`src/rtl/ame_num_log2_pipe.sv`:
```
// Three-stage multi-lane approximate log2: |x| and flags, leading-one detect, then pack
// floor / round / Mitchell result. Elastic valid/ready pipeline with synchronous flush.
module ame_num_log2_pipe #(
  parameter int unsigned DATA_BITS = 64,
  parameter int unsigned LANES     = 4,
  parameter int unsigned FRAC_BITS = 4,
  parameter int unsigned TAG_BITS  = 8,
  localparam int unsigned LOG_BITS = $clog2(DATA_BITS) + 1
) (
  input  logic                                     clk_i,
  input  logic                                     rst_i,
  input  logic                                     flush_i,
  input  logic                                     in_valid_i,
  output logic                                     in_ready_o,
  input  logic [1:0]                               in_mode_i,
  input  logic [TAG_BITS-1:0]                      in_tag_i,
  input  logic [LANES*DATA_BITS-1:0]               in_data_i,
  output logic                                     out_valid_o,
  input  logic                                     out_ready_i,
  output logic [TAG_BITS-1:0]                      out_tag_o,
  output logic [LANES-1:0]                         out_sign_o,
  output logic [LANES-1:0]                         out_zero_o,
  output logic [LANES*(LOG_BITS+FRAC_BITS)-1:0]    out_log_o
);

  localparam int unsigned EW = LOG_BITS - 1;
  localparam int unsigned FW = (FRAC_BITS > 0) ? FRAC_BITS : 1;
  localparam int unsigned LW = LOG_BITS + FRAC_BITS;

  logic v1_q, v2_q, v3_q;
  logic rdy1, rdy2, rdy3;

  assign rdy3       = !v3_q || out_ready_i;
  assign rdy2       = !v2_q || rdy3;
  assign rdy1       = !v1_q || rdy2;
  assign in_ready_o = rdy1;

  // Stage 1 state
  logic [LANES-1:0][DATA_BITS-1:0] abs1_d, abs1_q;
  logic [LANES-1:0]                sign1_d, sign1_q, zero1_d, zero1_q;
  logic [1:0]                      mode1_q;
  logic [TAG_BITS-1:0]             tag1_q;

  // Stage 2 state
  logic [LANES-1:0][EW-1:0]        e2_d, e2_q;
  logic [LANES-1:0]                r2_d, r2_q;
  logic [LANES-1:0][FW-1:0]        frac2_d, frac2_q;
  logic [LANES-1:0]                sign2_q, zero2_q;
  logic [1:0]                      mode2_q;
  logic [TAG_BITS-1:0]             tag2_q;

  // Stage 3 (output) state
  logic [LANES-1:0][LOG_BITS-1:0]  log_int_d;
  logic [LANES-1:0][FW-1:0]        log_frac_d;
  logic [LANES*LW-1:0]             log3_d, log3_q;
  logic [LANES-1:0]                sign3_q, zero3_q;
  logic [TAG_BITS-1:0]             tag3_q;

  // Unsigned negate so the most negative value maps onto 2^(N-1).
  always_comb begin
    abs1_d  = '0;
    sign1_d = '0;
    zero1_d = '0;
    for (int unsigned k = 0; k < LANES; k++) begin
      sign1_d[k] = in_data_i[k*DATA_BITS + DATA_BITS - 1];
      zero1_d[k] = (in_data_i[k*DATA_BITS +: DATA_BITS] == '0);
      abs1_d[k]  = sign1_d[k] ? -in_data_i[k*DATA_BITS +: DATA_BITS]
                              : in_data_i[k*DATA_BITS +: DATA_BITS];
    end
  end

  always_comb begin
    e2_d    = '0;
    r2_d    = '0;
    frac2_d = '0;
    for (int unsigned k = 0; k < LANES; k++) begin
      for (int unsigned i = 0; i < DATA_BITS; i++) begin
        if (abs1_q[k][i]) e2_d[k] = EW'(i);
      end
      if (e2_d[k] != '0) r2_d[k] = abs1_q[k][e2_d[k] - EW'(1)];
      // Bits below the leading one, MSB-first; positions below bit 0 read as zero.
      for (int unsigned i = 0; i < FW; i++) begin
        if (e2_d[k] > EW'(i)) frac2_d[k][FW-1-i] = abs1_q[k][e2_d[k] - EW'(i + 1)];
      end
    end
  end

  always_comb begin
    log_int_d  = '0;
    log_frac_d = '0;
    for (int unsigned k = 0; k < LANES; k++) begin
      if (!zero2_q[k]) begin
        log_int_d[k] = {1'b0, e2_q[k]};
        if (mode2_q == 2'd1) log_int_d[k] = {1'b0, e2_q[k]} + {{EW{1'b0}}, r2_q[k]};
        if (mode2_q == 2'd2) log_frac_d[k] = frac2_q[k];
      end
    end
  end

  for (genvar k = 0; k < LANES; k++) begin : g_pack
    if (FRAC_BITS > 0) begin : g_frac
      assign log3_d[k*LW +: LW] = {log_int_d[k], log_frac_d[k][FRAC_BITS-1:0]};
    end else begin : g_nofrac
      assign log3_d[k*LW +: LW] = log_int_d[k];
    end
  end

  always_ff @(posedge clk_i or posedge rst_i) begin
    if (rst_i) begin
      v1_q    <= 1'b0;
      v2_q    <= 1'b0;
      v3_q    <= 1'b0;
      abs1_q  <= '0;
      sign1_q <= '0;
      zero1_q <= '0;
      mode1_q <= '0;
      tag1_q  <= '0;
      e2_q    <= '0;
      r2_q    <= '0;
      frac2_q <= '0;
      sign2_q <= '0;
      zero2_q <= '0;
      mode2_q <= '0;
      tag2_q  <= '0;
      log3_q  <= '0;
      sign3_q <= '0;
      zero3_q <= '0;
      tag3_q  <= '0;
    end else if (flush_i) begin
      v1_q <= 1'b0;
      v2_q <= 1'b0;
      v3_q <= 1'b0;
    end else begin
      if (rdy1) begin
        v1_q <= in_valid_i;
        if (in_valid_i) begin
          abs1_q  <= abs1_d;
          sign1_q <= sign1_d;
          zero1_q <= zero1_d;
          mode1_q <= in_mode_i;
          tag1_q  <= in_tag_i;
        end
      end
      if (rdy2) begin
        v2_q <= v1_q;
        if (v1_q) begin
          e2_q    <= e2_d;
          r2_q    <= r2_d;
          frac2_q <= frac2_d;
          sign2_q <= sign1_q;
          zero2_q <= zero1_q;
          mode2_q <= mode1_q;
          tag2_q  <= tag1_q;
        end
      end
      // Payload only moves on a real hand-off, so it holds while stalled.
      if (rdy3) begin
        v3_q <= v2_q;
        if (v2_q) begin
          log3_q  <= log3_d;
          sign3_q <= sign2_q;
          zero3_q <= zero2_q;
          tag3_q  <= tag2_q;
        end
      end
    end
  end

  assign out_valid_o = v3_q;
  assign out_tag_o   = tag3_q;
  assign out_sign_o  = sign3_q;
  assign out_zero_o  = zero3_q;
  assign out_log_o   = log3_q;

endmodule

```
`config.mk`:
```
export PLATFORM = sky130hd
export DESIGN_NAME = ame_num_log2_pipe
export DESIGN_NICKNAME = d
export VERILOG_FILES = /design/src/rtl/ame_num_log2_pipe.sv
export SDC_FILE = /design/constraint.sdc
export NUM_CORES = 2
export LEC_CHECK = 0
export ABC_AREA = 1
export CAP_MARGIN = 0
export CORE_MARGIN = 4
export CORE_UTILIZATION = 40
export CTS_BUF_LIST = sky130_fd_sc_hd__clkbuf_8
export DETAILED_ROUTE_END_ITERATION = 10
export GPL_TIMING_DRIVEN = 0
export MAX_ROUTING_LAYER = met4
export PLACE_DENSITY = 0.63
export SLEW_MARGIN = 20
export SYNTH_ARGS = -nofsm -noshare
export SYNTH_HDL_FRONTEND = slang
export SYNTH_SLANG_ARGS = --single-unit
```
`constraint.sdc`:
```
create_clock -name clk_i -period 15.38 [get_ports clk_i]
set_clock_uncertainty 0.05 [all_clocks]
set_input_delay 3.076 -clock clk_i [delete_from_list [all_inputs] [get_ports clk_i]]
set_output_delay 3.076 -clock clk_i [all_outputs]
set_load 0.01 [all_outputs]
```
==> impl_metrics.ini <==
[outcome]
outcome = completed

[clocking]
clock_latency_ns = 0.70
htree_levels = 3
numCtsBuffers = 73
path_clk_slew_ns = 0.06
postCtsSetupBuffers = 0
clock-sinks = 395
hold_buffers = 0
clock_path_buffers = 3
cts_resized = 0
cts_tree = yes
root_buffer = clkbuf_8

[power]
leakagePower_nw = 18.5
switching_share = 0.477
pwr-share-comb = 0.485
p_int_w = 0.00258
seq_power_share = 0.304
pwr-share-clk = 0.211
netSwitchingPower_w = 0.00235
cellPowerDensity_nw_per_um2 = 125
peakVddDrop_mv = 0.0737

[synthesis]
yosysWarnings = 0
ys_ff_latch = 395
synth_cells = 5286
synth-edff-count = 0
synth_cell_types = 49
async_reset_ff_frac = 1.00
avgSynthCellArea_um2 = 6.28
yosysSeqAreaShare = 0.298
synth_nets = 5603
syn_area_um2 = 33200
synthFlopType = dfrtp_1

[drt]
remaining_drc_errors = 0
dr.pass1.iters = 7
drtAntennaViolNets = 0
drtIter0Drc = 3773
wire_per_inst_um = 21.4
vias = 38400
finalWirelength_mm = 146
viasPerCell = 5.63

[setup_path]
start_kind = input port
crit_type = input port to flip-flop
endpoint_kind = flip-flop
critPathMaxFanout = 4
required_ns = 15.86
crit_arrival_ns = 8.40

[place]
dp_hpwl_mm = 115
place_congestion = 1.02
place_area_um2 = 38000
numPortBuffers = 331

[floorplanning]
start_util = 0.404
dieArea_um2 = 87700
core_um2 = 82100
rows = 105
die_y_um = 296
die_w_um = 296
boundaryPins = 333

[final_layout]
postLayoutCellArea_um2 = 39500
final_util = 0.481
fin_nets = 6013
drive_gt1_frac = 0.0377
syn_to_final_growth_pct = 18.8

[timing]
worst_pin_slew_ns = 1.22
setup_viol = 0
finalCritPeriodShare = 0.515
slew_headroom = 0.190
rsz0062_at_grt = false
tns_ns = 0
drv_slew = 0
final_hold_viol_count = 0
period_needed_ns = 7.92
fmax_ghz = 0.126

[global_routing]
grt_pass1_vias = 36300
grt_usage = 0.333
grt_pass1_wl_mm = 220
grt_max_degree = 105
antenna_found_initial = 1
gr-total-overflow = 0

[min_path]
hold_path.class = flip-flop to flip-flop

[run]
maxCapViolations = 0
synth_stat cells (7+ instances only):
library cell / number / area share
a21oi_1: 73 / 0.011
a31oi_1: 17 / 0.0032
a32o_1: 21 / 0.0063
buf_1: 20 / 0.0023
buf_2: 39 / 0.0059
clkbuf_1: 155 / 0.018
clkinv_1: 11 / 0.0012
dfrtp_1: 395 / 0.30
ha_1: 46 / 0.017
inv_1: 527 / 0.060
inv_2: 8 / 0.00090
nand2_1: 1539 / 0.17
nand2_2: 7 / 0.0013
nand3_1: 1016 / 0.15
nand3b_1: 10 / 0.0023
nand4_1: 25 / 0.0047
nor2_1: 401 / 0.045
nor3_1: 91 / 0.014
nor3_2: 18 / 0.0054
nor4_1: 66 / 0.012
o211ai_1: 44 / 0.0099
o21ai_0: 364 / 0.055
o21ai_1: 13 / 0.0020
o31ai_1: 16 / 0.0036
o41ai_1: 9 / 0.0024
or2_2: 13 / 0.0024
xnor2_1: 79 / 0.021
xor2_1: 209 / 0.055
state kept, by name (all words and copies together) (netlist names):
signal       cells
zero2_q          4
out_sign_o       4
abs1_q         256
v2_q             1
mode1_q          2
mode2_q          2
out_tag_o        8
v1_q             1
tag2_q           8
out_log_o       44
sign1_q          4
e2_q            24
sign2_q          4
out_valid_o      1
r2_q             4
out_zero_o       4
frac2_q         12
tag1_q           8
zero1_q          4
cells in the final DEF (no fill, tap or decap), drive strengths merged, types with 9 or more instances in the layout:
master         netlist  layout
o211ai              44      44
clkdlybuf4s50        0     331
o41ai                9       9
dfrtp              395     395
nand4               25      25
or2                 13      13
nand3b              10      10
ha                  46      46
a32o                21      21
nand3             1016    1016
nor2               403     403
buf                 67      71
o21ai              377     377
nor4                66      66
xor2               209     209
o31ai               16      16
a31oi               17      17
nor3               109     109
clkinv              11      26
xnor2               79      79
nand2             1547    1547
inv                535     558
clkbuf             155     245
a21oi               75      75
critical path, cell delays in order:
cell and delay, ns:
clkdlybuf4s50_1 0.50, nor3_1 0.25, nor3b_1 0.20, inv_1 0.07, nor3_1 0.21, nand2_1 0.11
nor3_1 0.28, nand2_1 0.17, nor2_1 0.12, nand2_1 0.08, nor3_1 0.14, inv_1 0.08
nor3_1 0.44, nand3_1 0.23, nor3_1 0.24, nor3b_1 0.46, nand2_1 0.13, or4_1 0.46
nor4_1 0.49, nand4_1 0.28, nand2_1 0.14, xor2_1 0.15, o21ai_1 0.07
per-stage QoR:
step                hold slack, ns  total power (W)  worst slack, ns  std cells
floorplan                    0.392          0.00290             1.27       5286
global placement             0.400          0.00383            -3.97       6687
detailed placement           0.404          0.00383             6.83       6691
CTS                          0.421          0.00489             7.56       6821
global route                 0.435          0.00525             6.88       6822
finish                       0.420          0.00493             7.46       6822
cell type report:
cell class / instances / area (um^2)
clock buffer: 90 / 1240
tap: 1070 / 1340
antenna: 1 / 2.50
clock inverter: 40 / 240
multi-input combinational: 4123 / 20300
buffer: 222 / 935
fill: 8669 / 42700
inverter: 546 / 2060
timing repair buffer: 335 / 3420
sequential: 395 / 9880
power groups by stage:
stage,Clock (W),Combinational [W],Sequential [W]
6_report,0.00104,0.00239,0.00150
5_1_grt,0.00111,0.00263,0.00151
4_1_cts,0.00107,0.00234,0.00148
3_5_place_dp,0,0.00233,0.00150
3_3_place_gp,0,0.00234,0.00150
2_1_floorplan,0,0.00152,0.00139
metal layers:
layer	wire, um	vias up	GRT usage
met3	12600	258	0.0543
met4	4480	0	0.0946
met2	64100	1724	0.506
li1	-	18300	-
met5	0	-	-
met1	64600	18200	0.459
path summary, 6_finish.rpt:
kind                            slack [ns]                       end  cells after the start                     from
worst max-delay path                  7.46   abs1_q[123]$_DFFE_PP0P_                     23            in_data_i[66]
worst min-delay path                  0.42  out_tag_o[6]$_DFFE_PP0P_                      2    tag2_q[6]$_DFFE_PP0P_
worst max register to register        8.48       r2_q[2]$_DFFE_PP0P_                     37  abs1_q[131]$_DFFE_PP0P_
worst min register to register        0.42  out_tag_o[6]$_DFFE_PP0P_                      2    tag2_q[6]$_DFFE_PP0P_
max in group asynchronous            10.97    abs1_q[27]$_DFFE_PP0P_                      5                    rst_i
min in group asynchronous             2.64   abs1_q[227]$_DFFE_PP0P_                      2                    rst_i
logic make-up (layout without fill, tap and decap cells):
logic type	count (synthesis)	after routing	synth area share
xor gates and xnor gates	288	288	0.0760
DFF	395	395	0.298
other	0	1	0
and+or+nand+nor	3203	3203	0.419
muxes	1	1	0.000302
adders and majority gates	46	46	0.0173
AOI/OAI and AO/OA	585	585	0.100
buffers and inverters	768	1233	0.0898
Power figures use the tool's default switching activity.
